===== config.mk =====
export PLATFORM = sky130hd
export DESIGN_NAME = mio_arbiter
export DESIGN_NICKNAME = d
export VERILOG_FILES = /design/src/rtl/mio_arbiter.sv
export SDC_FILE = /design/constraint.sdc
export NUM_CORES = 1
export LEC_CHECK = 0
export CAP_MARGIN = 20
export CORE_AREA = 4 4 126 128
export DETAILED_ROUTE_END_ITERATION = 8
export DIE_AREA = 0 0 130 132
export GPL_ROUTABILITY_DRIVEN = 1
export PLACE_DENSITY = 0.89
export SETUP_SLACK_MARGIN = 0.15
export SLEW_MARGIN = 25
export SYNTH_ARGS = -nofsm -noshare
export SYNTH_HDL_FRONTEND = slang
export SYNTH_SLANG_ARGS = --single-unit

===== constraint.sdc =====
create_clock -name clk -period 2.9 [get_ports clk]
set_input_delay 0.58 -clock clk [delete_from_list [all_inputs] [get_ports clk]]
set_output_delay 0.58 -clock clk [all_outputs]
set_load 0.01 [all_outputs]

===== src/rtl/mio_arbiter.sv =====
// rtl/mio_arbiter.sv - two-master arbiter and access sequencer for the memory/IO decoder port
// M0 has fixed priority; a burst counter forces M1 in after MAX_BURST contended M0 grants.
module mio_arbiter #(
  parameter int RD_WAIT   = 1,
  parameter int MAX_BURST = 4
) (
  input  logic        clk,
  input  logic        rst,
  input  logic        m0_req,
  input  logic        m0_we,
  input  logic [31:0] m0_addr,
  input  logic [31:0] m0_wdata,
  output logic        m0_gnt,
  output logic        m0_ack,
  output logic [31:0] m0_rdata,
  input  logic        m1_req,
  input  logic        m1_we,
  input  logic [31:0] m1_addr,
  input  logic [31:0] m1_wdata,
  output logic        m1_gnt,
  output logic        m1_ack,
  output logic [31:0] m1_rdata,
  output logic [31:0] mem_a,
  output logic [31:0] d_t_mem,
  output logic        wmem,
  output logic        rmem,
  input  logic [31:0] d_f_mem,
  output logic        busy
);

  typedef enum logic [1:0] {IDLE, BUS, ACK} state_t;

  localparam logic [3:0] BURST_MAX = 4'(MAX_BURST);
  localparam logic [2:0] WAIT_INIT = 3'(RD_WAIT);

  state_t      state, state_nx;
  logic        owner;
  logic        lat_we;
  logic [31:0] lat_addr;
  logic [31:0] lat_wdata;
  logic [3:0]  burst_cnt;
  logic [2:0]  wait_cnt;
  logic        win;

  // Winner when arbitrating in IDLE: 1 selects M1.
  assign win = m1_req && (!m0_req || (burst_cnt == BURST_MAX));

  always_comb begin
    state_nx = state;
    mem_a    = 32'h0;
    d_t_mem  = 32'h0;
    wmem     = 1'b0;
    rmem     = 1'b0;
    m0_gnt   = 1'b0;
    m1_gnt   = 1'b0;
    m0_ack   = 1'b0;
    m1_ack   = 1'b0;
    case (state)
      IDLE: begin
        if (m0_req || m1_req) state_nx = BUS;
      end
      BUS: begin
        mem_a  = lat_addr;
        m0_gnt = !owner;
        m1_gnt = owner;
        if (lat_we) begin
          d_t_mem  = lat_wdata;
          wmem     = 1'b1;
          state_nx = ACK;
        end else begin
          rmem = 1'b1;
          if (wait_cnt == 3'd0) state_nx = ACK;
        end
      end
      ACK: begin
        mem_a    = lat_addr;
        m0_gnt   = !owner;
        m1_gnt   = owner;
        m0_ack   = !owner;
        m1_ack   = owner;
        state_nx = IDLE;
      end
      default: state_nx = IDLE;
    endcase
  end

  assign busy = (state != IDLE);

  always_ff @(posedge clk) begin
    if (rst) begin
      state     <= IDLE;
      owner     <= 1'b0;
      lat_we    <= 1'b0;
      lat_addr  <= 32'h0;
      lat_wdata <= 32'h0;
      burst_cnt <= 4'd0;
      wait_cnt  <= 3'd0;
      m0_rdata  <= 32'h0;
      m1_rdata  <= 32'h0;
    end else begin
      state <= state_nx;
      case (state)
        IDLE: begin
          if (m0_req || m1_req) begin
            owner     <= win;
            lat_we    <= win ? m1_we    : m0_we;
            lat_addr  <= win ? m1_addr  : m0_addr;
            lat_wdata <= win ? m1_wdata : m0_wdata;
            wait_cnt  <= WAIT_INIT;
            if (!win && m1_req) begin
              if (burst_cnt != BURST_MAX) burst_cnt <= burst_cnt + 4'd1;
            end else begin
              burst_cnt <= 4'd0;
            end
          end
        end
        BUS: begin
          if (!lat_we) begin
            if (wait_cnt == 3'd0) begin
              if (owner) m1_rdata <= d_f_mem;
              else       m0_rdata <= d_f_mem;
            end else begin
              wait_cnt <= wait_cnt - 3'd1;
            end
          end
        end
        default: ;
      endcase
    end
  end

endmodule


==> results of run 1 <==
## layout by cell type (no fill, tap or decap), drive strengths merged, types with 4 or more instances in the layout
master         instances
clkdlybuf4s50        298
dfxtp                139
nand2                132
a21oi                 68
nand3                 67
o211ai                67
nor2                  65
a311oi                65
and2                  35
and3                  32
clkbuf                21
buf                   21
inv                    9
ha                     8
clkinv                 5
o21ai                  4
## final timing paths
kind / slack, ns / cells after the start / end / from
max reg2reg: 0.81 / 6 / lat_addr[26]$_SDFFE_PP0P_ / burst_cnt[0]$_SDFFE_PP0P_
max: 0.24 / 5 / mem_a[9] / state[0]$_SDFFE_PP0P_
min reg2reg: 0.45 / 2 / m0_rdata[7]$_SDFFE_PP0P_ / m0_rdata[7]$_SDFFE_PP0P_
min: 0.45 / 2 / m0_rdata[7]$_SDFFE_PP0P_ / m0_rdata[7]$_SDFFE_PP0P_
## metal layers
metal | vias to the layer above | share of wire (%)
met5 | - | 0
met4 | 0 | 4.1
met3 | 68 | 10
met2 | 364 | 48
met1 | 3319 | 38
li1 | 3411 | -
## through the flow
stage | total power [W] | setup slack, ns | utilization, %
after CTS | 0.005936 | 0.1834 | 68.66
after global placement | 0.003637 | 0.5593 | 64.44
final | 0.005901 | 0.2447 | 68.76
after floorplan | 0.002992 | 1.132 | -
after detailed placement | 0.003672 | 0.4583 | 64.44
after global routing | 0.006172 | 0.1584 | 68.76
## registers in the layout (all words and copies together), names as in the netlist
name,flops
burst_cnt,4
lat_addr,32
lat_wdata,32
lat_we,1
m0_rdata,32
m1_rdata,32
owner,1
state,2
wait_cnt,3
## power by group through the flow
stage	logic (W)	registers [W]	clock network (W)
3_5_place_dp	0.00138	0.00229	0
2_1_floorplan	0.000737	0.00226	0
4_1_cts	0.00139	0.00225	0.00229
3_3_place_gp	0.00135	0.00229	0
6_report	0.00140	0.00225	0.00225
5_1_grt	0.00153	0.00227	0.00237
## worst min-delay path, delay by kind of cell, from the launching register on
kind | cells | cell delay, ns
compound gates | 1 | 0.05
simple gates | 1 | 0.05
flops | 1 | 0.30
## synth_stat cells (3+ instances only)
master / count / area, µm²
a21oi_1: 68 / 340.3
a311oi_1: 65 / 569.3
and2_1: 35 / 219.0
and3_1: 32 / 200.2
buf_2: 49 / 245.2
buf_4: 3 / 22.52
buf_6: 6 / 67.56
clkbuf_1: 35 / 131.4
dfxtp_1: 139 / 2783
ha_1: 8 / 100.1
inv_1: 9 / 33.78
nand2_1: 132 / 495.5
nand3_1: 67 / 335.3
nor2_1: 65 / 244.0
nor2b_1: 3 / 18.77
nor3_1: 3 / 15.01
o211ai_1: 67 / 503.0
o21a_1: 3 / 22.52
o21ai_0: 4 / 20.02
## cells by family after synthesis
logic type / Yosys count / share of synthesized area (%)
AO/OA/AOI/OAI: 211 / 22.69
flip-flops: 139 / 42.48
multiplexers: 1 / 0.1528
buffers and inverters: 103 / 7.716
AND/OR/NAND/NOR: 352 / 25.17
adder cells (fa/ha/maj): 8 / 1.528
XOR/XNOR: 2 / 0.2674
## final cells by class
type                    instances  area (µm²)  area share [%]
multi-input cells             574        3289           32.18
repair buffers                319        3254           31.84
flip-flops and latches        139        2784           27.24
clock buffers                  21       480.5           4.701
well taps                     188       235.2           2.301
clock inverters                11       141.4           1.383
inverters                       9       33.78          0.3305
diodes                          1       2.502         0.02448
## timing repair
item,CTS,global route
endpoints found under the hold margin,0,0
resized for setup,2,3
hold buffers,0,0
endpoints found under the setup margin,46,39
==> metrics.yaml, run 1 <==
sta:
  worst_pin_slew_ns: 0.8082
  setup_viol_count_final: 0
  slew_viol_final: 0
  rsz0062_at_grt: "no"
  fin_crit_ns: 2.655
  finalHoldViolCount: 0
  clock_skew_ns: 0.01074
  relSlewSlack_pct: 45.83
  whs_ns: 0.4508
  setup-tns-final_ns: 0
  fin_crit_sh_pct: 91.56
  fmax_mhz: 376.6
synthesis:
  ys_seq_elements: 139
  avgSynthCellArea_um2: 8.029
  synth-main-ff-cell: "dfxtp_1"
  syn_area_um2: 6551
  synth-edff-count: 0
  syn_nets: 990
  ys_warn_count: 0
  synthCells: 816
  synth-seq-area-share_pct: 42.48
  synthArstFlopShare_pct: 0
  ys_types: 36
setup_path:
  worstPathArrival_ns: 2.08
  cp-end-kind: "output port"
  crit_chain: "inv_1 > ha_1 > buf_12 > and2_1 > clkdlybuf4s50_1"
  cp_max_fo: 34
  required_ns: 2.32
  crit_slowest_cell: "clkdlybuf4s50_1"
  critPathLaunchType: "flip-flop"
  slowest_delay_ns: 0.54
  worstSetupPathType: "reg2out"
  path_delay_family: "buffers and inverters"
  path_buf_inv: 3
global_routing:
  grt-ovfl-total: 0
  use_met2_pct: 40.60
  grt_max_degree: 82
  gr-usage-met3_pct: 8.509
  grt-busiest-layer: "met2"
  grt_pass1_vias: 6878
  grtUsageMet1_pct: 29.16
  grt_pass1_wl_um: 34870
  antenna_found_initial: 1
  track_usage_pct: 25.05
placement:
  portBuffers: 300
  gp_congestion: 0.8634
  hpwl_um: 15220
  place_area_um2: 9579
  dp.cells: 1229
cts:
  clk_pin_slew_worst_paths_ns: 0.05
  numCtsBuffers: 17
  cts-root-buf: "clkbuf_16"
  clockBufferDepth: 2
  cts_tree: "done"
  clkLatencyLatePin_ns: 0.42
  h-tree-depth: 4
  post_cts_buffers: 0
  clock_sinks: 139
finish:
  drive_gt1_share_pct: 5.871
  fin_nets: 1234
  n_fill_cell: 1180
  stdcell_area_um2: 10220
  final_cells: 1262
  syn2layout_area_growth_pct: 56.02
detailed_routing:
  drt_iter0_markers: 457
  vias_per_cell: 5.675
  finalWirelength_um: 22340
  vias: 7162
  drtAntennaViolNets: 0
  wl_per_cell_um: 17.70
  drc_errors: 0
  drtPass1Iterations: 5
power:
  powerDensity_nw_per_um2: 577.3
  ir_drop_uv: 440.3
  pwr-share-seq_pct: 38.2
  power_switching_w: 0.001628
  swShare_pct: 27.60
  clkPwrFrac_pct: 38.1
  p_int_w: 0.004272
  combPwrFrac_pct: 23.7
  power.leakage_nw: 3.744
floorplan:
  io_pins: 301
  dieArea_um2: 17160
  die_h_um: 132
  core_area_um2: 14860
  initial_utilization_pct: 44.07
  rows: 45
  die_w_um: 130
worst_hold_path:
  min_path_type: "reg2reg"
outcome:
  outcome: "complete, no violations"
job:
  drv_cap: 0
Note: power is estimated with default switching activity, not from simulation.
==> inputs of run 2 (changes only) <==
CORE_AREA = 2 2 138 113   (was 4 4 126 128)
DIE_AREA = 0 0 140 115   (was 0 0 130 132)
PLACE_DENSITY = unset   (was 0.89)
PLACE_DENSITY_LB_ADDON = 0.1   (was unset)
==> run 2 against run 1 <==
  * The run now ends with design-rule violations left
  * Highest routed layer unchanged
  * First-iteration DRC count down 2.8%
  * Setup slack worse by 0.0082 ns
  * Critical path depth unchanged
  * Wire length down 1.5%
  * Sequential power about the same
  * Global-route usage up 1.9 points
  * Largest cell class unchanged
==> metrics.yaml, run 2 (synthesis gave the netlist of run 1 again) <==
outcome:
  outcome: "finished with violations"
  violations: "design-rule violations"
floorplan:
  die_h_um: 115  # -13%
  dieArea_um2: 16100  # -6.2%
  die_w_um: 140  # +7.7%
  rows: 40  # -11%
  io_pins: 301  # unchanged
  initial_utilization_pct: 44.37  # +0.30 points
  core_area_um2: 14760  # -0.67%
detailed_routing:
  drc_errors: 20  # +20
  drtPass1Iterations: 9  # +4
  drtAntennaViolNets: 0  # unchanged
  vias_per_cell: 5.477  # -3.5%
  finalWirelength_um: 22010  # -1.5%
  vias: 6918  # -3.4%
  wl_per_cell_um: 17.42  # -1.6%
  drt_iter0_markers: 444  # -2.8%
cts:
  clockBufferDepth: 2  # unchanged
  clkLatencyLatePin_ns: 0.42  # about the same
  clock_sinks: 139  # unchanged
  h-tree-depth: 4  # unchanged
  cts_tree: "done"
  clk_pin_slew_worst_paths_ns: 0.06  # about the same
  post_cts_buffers: 0  # unchanged
  cts-root-buf: "clkbuf_16"
  numCtsBuffers: 17  # unchanged
global_routing:
  grt-ovfl-total: 0  # unchanged
  grt_max_degree: 66  # -20%
  track_usage_pct: 26.92  # +1.9 points
  antenna_found_initial: 0  # -1
  grt_pass1_wl_um: 34760  # -0.32%
  grt_pass1_vias: 6606  # -4.0%
sta:
  setup-tns-final_ns: 0  # unchanged
  clock_skew_ns: 0.008726  # -0.002011 ns
  fin_crit_sh_pct: 91.84  # +0.28 points
  fmax_mhz: 375.4  # -0.31%
  worst_pin_slew_ns: 0.6224  # -0.1858 ns
  slew_viol_final: 0  # unchanged
  setup_viol_count_final: 0  # unchanged
  relSlewSlack_pct: 58.51  # +13 points
  fin_crit_ns: 2.663  # +0.008224 ns
  rsz0062_at_grt: "yes"
  finalHoldViolCount: 0  # unchanged
  whs_ns: 0.4507  # -0.00006400 ns
finish:
  multi_input_area_um2: 3289  # unchanged
  stdcell_area_um2: 10230  # about the same
  ff_latch_area_um2: 2784  # unchanged
  n_antenna_cell: 0  # -1
  final_common_cell: "clkdlybuf4s50_1"
  fin_nets: 1236  # +0.16%
  n_fill_cell: 1211  # +2.6%
  final_cell_mix: "clkdlybuf4s50_1 (297), dfxtp_1 (138), nand2_1 (132), a21oi_1 (68)"
  syn2layout_area_growth_pct: 56.13  # about the same
  utilization_pct: 69.28  # +0.52 points
  drive_gt1_share_pct: 5.866  # about the same
setup_path:
  rr_worst_depth: 6  # unchanged
  required_ns: 2.32  # about the same
  cp-end-kind: "output port"
  reg2reg_slack_ns: 0.96  # +0.15 ns
  crit_cells: 5  # unchanged
  slowest_delay_ns: 0.58  # +0.04 ns
  reg2reg_from: "burst_cnt[0]$_SDFFE_PP0P_"
  regToRegEndpoint: "lat_wdata[4]$_SDFFE_PP0P_"
  path_delay_family: "buffers and inverters"
  worstSetupPathType: "reg2out"
  critPathLaunchType: "flip-flop"
  path_buf_inv: 3  # unchanged
  cp_max_fo: 16  # -53%
  crit_slowest_cell: "clkdlybuf4s50_1"
  worstPathArrival_ns: 2.08  # about the same
  crit_chain: "inv_1 > ha_1 > buf_6 > and2_1 > clkdlybuf4s50_1"
worst_hold_path:
  whs_endpoint: "m1_rdata[9]$_SDFFE_PP0P_"
  hold_path_depth: 2  # unchanged
  hp-start: "m1_rdata[9]$_SDFFE_PP0P_"
  min_path_type: "reg2reg"
power:
  powerDensity_nw_per_um2: 583.7  # +1.1%
  ir_drop_uv: 418.4  # -5.0%
  power.leakage_nw: 3.763  # +0.51%
placement:
  gp_congestion: 0.7668  # -11%
  portBuffers: 300  # unchanged
  place_area_um2: 9583  # about the same
  hpwl_um: 14680  # -3.6%
job:
  drv_cap: 0  # unchanged
==> run 2: cell count changes in the layout (fill, tap and decap cells not counted), moves of 2 or more <==
cell / previous run / this run
clkinv_2: 4 / 0
clkbuf_8: 4 / 1
clkinv_4: 1 / 4
buf_12: 9 / 7
buf_4: 10 / 12
buf_6: 1 / 3
inv_6: 0 / 2
==> run 2: worst register-to-register path, delay by kind of cell (launching register included) <==
kind	cells	cell delay (ns)
buffers and inverters	2	0.36
AOI/OAI and AO/OA	2	0.44
DFF	1	0.35
adders and majority gates	1	0.17
and+or+nand+nor	1	0.53
==> run 2: final cells by class <==
cell class                      instances  share of cell area, %
Tap cell                              189                  2.312
Clock inverter                         12                  1.835
Timing Repair Buffer                  321                  31.82
Sequential cell                       139                  27.22
Inverter                                9                 0.3303
Clock buffer                           19                  4.330
Multi-Input combinational cell        574                  32.16
==> run 2: metrics by stage <==
step	std cells	setup WS (ns)	power, W
final	1263	0.2365	0.005971
after global routing	1263	0.1424	0.006249
after CTS	1263	0.1920	0.005999
after detailed placement	1232	0.4281	0.003676
after global placement	1232	0.4847	0.003653
after floorplan	816	1.132	0.002992
==> run 2: timing repair <==
item | 4_1_cts | 5_1_grt
setup endpoints to repair | 20 | 30
cloned | 0 | 0
resized for setup | 1 | 4
hold buffers | 0 | 0
==> run 2: how the worst max path moves through the flow <==
stage / startpoint / to / slack, ns
finish: state[0]$_SDFFE_PP0P_ / mem_a[1] / 0.24
global route: state[1]$_SDFFE_PP0P_ / m0_gnt / 0.14
floorplan: state[1]$_SDFFE_PP0P_ / rmem / 1.13
detailed placement: m0_req / lat_wdata[24]$_SDFFE_PP0P_ / 0.43
CTS: state[0]$_SDFFE_PP0P_ / mem_a[2] / 0.19
global placement: m0_req / lat_wdata[24]$_SDFFE_PP0P_ / 0.48
==> run 2: layer usage <==
| metal | GRT usage [%] | wire length (µm) | vias to the layer above |
|---|---|---|---|
| met5 | 0 | 0 | - |
| met4 | 8.956 | 409 | 0 |
| met3 | 7.830 | 2035 | 32 |
| met2 | 44.11 | 10360 | 276 |
| met1 | 34.51 | 9199 | 3207 |
| li1 | - | - | 3403 |
==> run 2: where the power goes <==
group          internal, W  total [W]  leakage (nW)  switching [W]
clock network      0.00147    0.00232         0.300       0.000855
registers          0.00212    0.00225          1.14       0.000127
logic             0.000716    0.00140          2.32       0.000685
==> inputs of run 3 (changes only) <==
SLEW_MARGIN = unset   (was 25)
==> results of run 3 <==
The final DEF is identical to that of run 2; final timing and power are the same.
